`src/rtl/add_pipe.sv`:
```
// add_pipe: pipelined add/sub/accumulate unit with valid/ready handshakes on both sides.
// Stage 1 computes the result and updates the accumulator at the accept cycle. Stages
// 2..STAGES only carry registered results. Empty stages fill even while the tail is
// stalled, so bubbles collapse.
module add_pipe #(
  parameter int WIDTH    = 32,
  parameter int STAGES   = 2,
  parameter bit SATURATE = 1'b0
) (
  input  logic             clock,
  input  logic             reset,
  input  logic             in_valid,
  output logic             in_ready,
  input  logic [WIDTH-1:0] in0,
  input  logic [WIDTH-1:0] in1,
  input  logic [1:0]       op,
  output logic             out_valid,
  input  logic             out_ready,
  output logic [WIDTH-1:0] out,
  output logic             overflow
);

  localparam logic [1:0] OP_ADD  = 2'b00;
  localparam logic [1:0] OP_SUB  = 2'b01;
  localparam logic [1:0] OP_ACC  = 2'b10;

  logic             r_valid [STAGES];
  logic [WIDTH-1:0] r_data  [STAGES];
  logic             r_ovf   [STAGES];
  logic [WIDTH-1:0] r_acc;

  // w_load[k]: stage k may take a new entry this cycle. This is true when stage k is
  // empty or its occupant moves on.
  logic [STAGES-1:0] w_load;
  logic              w_accept;
  logic [WIDTH-1:0]  w_lhs;
  logic [WIDTH-1:0]  w_rhs;
  logic [WIDTH:0]    w_sum;
  logic [WIDTH-1:0]  w_res;
  logic              w_ovf;

  // Advance chain, walked from the output back to stage 1. A stage can load if it is
  // empty or if everything after it can move.
  always_comb begin
    logic w_chain;
    w_load  = '0;
    w_chain = out_ready;
    for (int k = STAGES - 1; k >= 0; k--) begin
      w_chain   = !r_valid[k] || w_chain;
      w_load[k] = w_chain;
    end
  end

  assign in_ready = !reset && w_load[0];
  assign w_accept = in_valid && in_ready;

  // Stage-1 arithmetic. ACC uses the accumulator as its left operand. Saturation replaces
  // the wrapped result, but the overflow flag still reports the carry or borrow.
  always_comb begin
    w_lhs = (op == OP_ACC) ? r_acc : in0;
    w_rhs = (op == OP_ACC) ? in0 : in1;
    w_sum = {1'b0, w_lhs} + {1'b0, w_rhs};
    w_res = w_sum[WIDTH-1:0];
    w_ovf = 1'b0;
    case (op)
      OP_ADD, OP_ACC: begin
        w_ovf = w_sum[WIDTH];
        if (SATURATE && w_ovf) w_res = '1;
      end
      OP_SUB: begin
        w_ovf = (in1 > in0);
        w_res = in0 - in1;
        if (SATURATE && w_ovf) w_res = '0;
      end
      default: begin
        w_res = in0;
        w_ovf = 1'b0;
      end
    endcase
  end

  // Accumulator: ACC and LOAD commit their (post-saturation) result at the accept cycle.
  always_ff @(posedge clock) begin
    if (reset) begin
      r_acc <= '0;
    end else if (w_accept && op[1]) begin
      r_acc <= w_res;
    end
  end

  // Pipeline registers. Data changes only when a valid entry arrives, so the output
  // keeps its last value while idle.
  always_ff @(posedge clock) begin
    if (reset) begin
      for (int k = 0; k < STAGES; k++) begin
        r_valid[k] <= 1'b0;
        r_data[k]  <= '0;
        r_ovf[k]   <= 1'b0;
      end
    end else begin
      if (w_load[0]) begin
        r_valid[0] <= w_accept;
        if (w_accept) begin
          r_data[0] <= w_res;
          r_ovf[0]  <= w_ovf;
        end
      end
      for (int k = 1; k < STAGES; k++) begin
        if (w_load[k]) begin
          r_valid[k] <= r_valid[k-1];
          if (r_valid[k-1]) begin
            r_data[k] <= r_data[k-1];
            r_ovf[k]  <= r_ovf[k-1];
          end
        end
      end
    end
  end

  assign out_valid = r_valid[STAGES-1];
  assign out       = r_data[STAGES-1];
  assign overflow  = r_ovf[STAGES-1];

endmodule

```
`config.mk`:
```
export PLATFORM = sky130hd
export DESIGN_NAME = add_pipe
export DESIGN_NICKNAME = d
export VERILOG_FILES = /design/src/rtl/add_pipe.sv
export SDC_FILE = /design/constraint.sdc
export NUM_CORES = 1
export LEC_CHECK = 0
export BUFFER_PORTS_ARGS = -buffer_cell sky130_fd_sc_hd__buf_2
export CAP_MARGIN = 20
export CORE_ASPECT_RATIO = 0.75
export CORE_UTILIZATION = 30
export CTS_CLUSTER_DIAMETER = 40
export DETAILED_ROUTE_END_ITERATION = 6
export GPL_ROUTABILITY_DRIVEN = 0
export PLACE_DENSITY = 0.45
export SETUP_SLACK_MARGIN = 0.02
export SLEW_MARGIN = 20
export SYNTH_ARGS = -nofsm -noshare
export SYNTH_HDL_FRONTEND = slang
export SYNTH_SLANG_ARGS = --single-unit
```
`constraint.sdc`:
```
create_clock -name clock -period 9.32 [get_ports clock]
set_clock_uncertainty 0.05 [all_clocks]
set_input_delay 1.864 -clock clock [delete_from_list [all_inputs] [get_ports clock]]
set_output_delay 1.864 -clock clock [all_outputs]
set_load 0.01 [all_outputs]
```
After elaboration in Yosys (flattened, before gate mapping)
Memories as Yosys holds them, arrays and structs flattened.
Index checks and enable logic that the tools add are counted.
{"block": "op_classes", "bitwise": 6, "n_addsub": 2, "n_lt_le_gt_ge": 1, "eq_ne": 2, "reduce_logical": 10, "muxes": 26}
{"op": "$mux W32", "count": 4}
{"op": "$pmux W32 S2", "count": 1}
{"op": "$add A32 B32 Y33", "count": 1}
{"op": "$gt A32 B32 Y1", "count": 1}
{"op": "$sub A32 B32 Y32", "count": 1}
{"op": "$mux W1", "count": 20}
{"op": "$or A1 B1 Y1", "count": 6}
{"op": "$logic_and A1 B1 Y1", "count": 3}
{"op": "$logic_not A1 Y1", "count": 3}
{"op": "$eq A2 B1 Y1 const B", "count": 1}
{"op": "$eq A2 B2 Y1 const B", "count": 1}
{"op": "$logic_not A2 Y1", "count": 1}
{"op": "$logic_or A1 B1 Y1", "count": 2}
{"op": "$pmux W1 S2", "count": 1}
{"op": "$reduce_or A2 Y1", "count": 1}
{"block": "totals", "ram_bits": 68, "register_bits": 32, "memories": 3, "inputBits": 70}
{"name": "r_data", "words": 2, "width": 32, "rd": 2, "rd_clocked_by_memory_dff": 0, "wr": 2, "line_no": "28", "rtl": "logic [WIDTH-1:0] r_data [STAGES];"}
{"name": "r_ovf", "words": 2, "width": 1, "rd": 2, "rd_clocked_by_memory_dff": 0, "wr": 2, "line_no": "29", "rtl": "logic r_ovf [STAGES];"}
{"name": "r_valid", "words": 2, "width": 1, "rd": 2, "rd_clocked_by_memory_dff": 0, "wr": 2, "line_no": "27", "rtl": "logic r_valid [STAGES];"}

Depth between registers and ports, before layout
{"block": "logic_depth", "ltp_word": 10, "depth_mapped": 18, "depth_no_buf": 16}

Worst setup path after synthesis
Ideal clock, no wire load.
{"block": "synth_timing", "path_kind": "input-to-reg", "startpoint": "input op[1]", "endpoint": "memory r_data[0][30] (data pin)", "stages": 18, "arrival_ns": 5.378, "path_buffers": 3, "t_required_ns": 8.995, "setup_ns": 0.275, "slack_ns": 3.617, "path_cell_list": "clkbuf_1 nand2_1 clkbuf_1 clkbuf_1 nand2_1 o21ai_0 ha_1 inv_1 fa_1 and2b_1 o21ai_1 a2111oi_4 nor4b_2 o41ai_2 a31oi_2 xnor2_1 a21oi_2 o221ai_1"}
{"item": "start, declared", "line_no": "16", "rtl": "input logic [1:0] op,"}
{"item": "end, declared", "line_no": "28"}

==> out/metrics.csv <==
stage,metric,value,unit
clock_tree,CTS clock-pin slew for the worst setup and hold paths,0.09,ns
worst_setup_path,critical path startpoint,op[0],
job,Max-Cap Viols,0,
worst_hold_path,Hold EP,r_acc[18]$_SDFFE_PP0P_,
power_and_ir_drop,Gate power share,35.2,%
logic_synthesis,"FFs w/ async S/R, synth",0,%
routing,routed wire length,28.07,mm
routing,Post-DRT Antenna Nets,0,
logic_synthesis,Synth area leader,edfxtp_1,
logic_synthesis,most common cell in the synthesized netlist,nor2_1,
power_and_ir_drop,VDD IR max,0.00007131,V
logic_synthesis,Netlist cell types,71,
logic_synthesis,"FF+latch count, synth",100,
grt,all-layer global routing usage,19.04,%
logic_synthesis,Synth top area share,23.29,%
routing,vias per inst,5.233,
run_status,status,"complete, no violations",
routing,WL per Instance,19.49,um
sta,Peak Freq,158.0,MHz
power_and_ir_drop,Leak Pwr,4.232,nW
power_and_ir_drop,Psw,0.5433,mW
cells_and_area,Diodes inserted,0,
cells_and_area,area grow syn2layout,10.79,%
logic_synthesis,Commonest cells post-synth,"88 x nor2_1, 85 x nand2_1, 71 x a21oi_1",
placement,hpwl dp,21.46,mm
routing,DRC,0,
grt,global-route wire length before repair,42.89,mm
power_and_ir_drop,P per Cell Area,149.8,nW/um2
clock_tree,H-tree levels,3,
logic_synthesis,Synth Instances,1013,
power_and_ir_drop,Pint,0.9111,mW
floorplanning,core area,28380,um2
floorplanning,Rows,53,
worst_hold_path,WHS Path Cells,2,
worst_setup_path,crit path kind,in2reg,
placement,Place WS,2.619,ns
cells_and_area,layout cells sized above 1,19.91,%
worst_setup_path,"Max FO, Critical Path",39,
routing,Detailed Routing Iterations Pass 1,5,
cells_and_area,# fillers,3100,
logic_synthesis,Post-synth EDFFs,68,
floorplanning,I/O pin cnt,105,
placement,I/O Buffers,104,
grt,largest net degree at the start of global routing,56,
power_and_ir_drop,sequential power share,36.5,%
logic_synthesis,Synth Net Count,1149,
clock_tree,clock sink count,100,
worst_setup_path,CP arrival,6.36,ns
sta,post-route minimum period,6.331,ns
worst_setup_path,Reg2Reg Setup Slack,5.73,ns
clock_tree,hold buffers post-CTS,0,
sta,max-slew violations,0,
clock_tree,CTS Buf Count,9,
sta,Tcrit/Tclk final,67.92,%
floorplanning,Die Y,150.0,um
clock_tree,CTS tree,built,
sta,Worst slew margin,31.36,%
sta,final setup fails,0,
sta,final hold vios,0,
clock_tree,Post-CTS Setup Bufs,0,
floorplanning,Initial Utilization,30.89,%
clock_tree,clock buffer depth,2,
clock_tree,CTS resizes,0,
grt,total global routing overflow,0,
clock_tree,root buf cell,clkbuf_16,
sta,RSZ-0062 raised after global routing,false,
worst_hold_path,Hold Crit Start,r_acc[18]$_SDFFE_PP0P_,
floorplanning,DIE AREA,29910,um2
logic_synthesis,"Top FF cell, synth",edfxtp_1,
sta,worst-margin pin slew,1.030,ns
worst_setup_path,worst reg-to-reg path cell count,13,
worst_setup_path,Startpoint Class,primary input,
worst_setup_path,CP required,9.35,ns
grt,vias in the first global route,6850,
logic_synthesis,Mapped Avg Cell Area,8.653,um2
logic_synthesis,sequential-to-total area share from yosys stat,30.60,%
cells_and_area,fin nets,1186,
sta,WHS,0.4075,ns
worst_setup_path,worst reg2reg startpoint,r_acc[0]$_SDFFE_PP0P_,
worst_setup_path,CP endpoint kind,register,
sta,Setup TNS,0,ns
power_and_ir_drop,sw frac,37.35,%
worst_hold_path,min-delay worst type,reg2reg,
grt,initial antenna violation count,1,
logic_synthesis,Area contributors post-synth,"edfxtp_1 23%, ha_1 9.1%, mux2_2 8.1%",
logic_synthesis,synthesized area,8766,um2
power_and_ir_drop,clock share of power,28.3,%
cells_and_area,"Core Util, Final",34.22,%
routing,initial DRC count,558,
floorplanning,die extent in x,199.4,um
worst_setup_path,FF-to-FF End,r_data[0][30]$_SDFFCE_PN0P_,
clock_tree,Worst-Skew Late Latency,0.37,ns
sta,final worst slack,2.989,ns
routing,routed via count,7536,
logic_synthesis,Ys Warns,0,
==> routing by layer <==
| layer | wire [um] | share of wire [%] | GRT usage [%] | vias up |
|---|---|---|---|---|
| met5 | 0 | 0 | 0 | - |
| met1 | 15270 | 54 | 31.87 | 3562 |
| met4 | 255 | 0.91 | 3.511 | 0 |
| met3 | 1660 | 5.9 | 1.803 | 19 |
| met2 | 10880 | 39 | 25.31 | 207 |
| li1 | - | - | - | 3748 |
==> critical path: stages <==
cell,delay (ns)
buf_2,0.11
inv_2,0.41
nand2_2,0.68
o21ai_0,0.41
ha_1,0.22
inv_1,0.06
fa_1,0.39
and2b_1,0.21
o21ai_1,0.11
a2111oi_4,0.45
nor4b_2,0.13
o41ai_2,0.57
a31oi_2,0.22
xnor2_1,0.18
a21oi_2,0.19
o221ai_1,0.13
==> cell usage in the layout, fill, tap and decap left out, drive strengths merged, types with 16 or more instances in the layout <==
cell type / n
xnor2: 29
buf: 112
o211ai: 17
mux2: 63
nor2: 88
inv: 59
a31oi: 16
a211oi: 27
ha: 64
nor3: 16
and2: 34
a21o: 48
o21ai: 58
edfxtp: 68
nand2: 85
dfxtp: 32
a21oi: 73
==> worst max-delay path by stage <==
stage | end | cells after the start
floorplan | r_data[0][30]$_SDFFCE_PN0P_ | 18
global placement | r_data[0][30]$_SDFFCE_PN0P_ | 16
detailed placement | r_data[0][30]$_SDFFCE_PN0P_ | 16
CTS | r_data[0][30]$_SDFFCE_PN0P_ | 16
global route | r_data[0][31]$_SDFFCE_PN0P_ | 14
finish | r_data[0][30]$_SDFFCE_PN0P_ | 16
==> sequential cells by signal (all words and copies together) (netlist names) <==
signal / count
r_acc: 32
r_valid: 2
r_data: 64
r_ovf: 2
==> power by group through the flow <==
stage                     Combinational (mW)  Sequential [mW]  Clock (mW)
after detailed placement               0.505            0.541           0
after global placement                 0.508            0.541           0
after global routing                   0.564            0.534       0.439
after floorplan                        0.371            0.535           0
after CTS                              0.508            0.531       0.425
final                                  0.512            0.530       0.412
==> through the flow <==
| stage | power [mW] | area (um2) | std cells |
|---|---|---|---|
| finish | 1.454 | 9712 | 1440 |
| global placement | 1.050 | 9403 | 1424 |
| CTS | 1.464 | 9712 | 1440 |
| floorplan | 0.9056 | 8766 | 1013 |
| global route | 1.537 | 9712 | 1440 |
| detailed placement | 1.046 | 9403 | 1424 |
==> cells by family after synthesis <==
group / after synthesis / share of synthesized area, %
flip-flops: 100 / 30.60
AND/OR/NAND/NOR: 295 / 16.07
adder cells (fa/ha/maj): 66 / 9.592
XOR/XNOR: 37 / 3.697
AO/OA/AOI/OAI: 304 / 23.62
buffers and inverters: 140 / 7.408
multiplexers: 71 / 9.007
==> final cells by class <==
cell class              instances  area, um2  area share (%)
multi-input cells             773       5455           56.17
flip-flops and latches        100       2683           27.62
repair buffers                112      580.6           5.978
well taps                     385      481.7           4.960
clock buffers                   9      225.2           2.319
inverters                      54      202.7           2.087
clock inverters                 7      83.83          0.8632
Note: power is estimated with default switching activity, not from simulation.
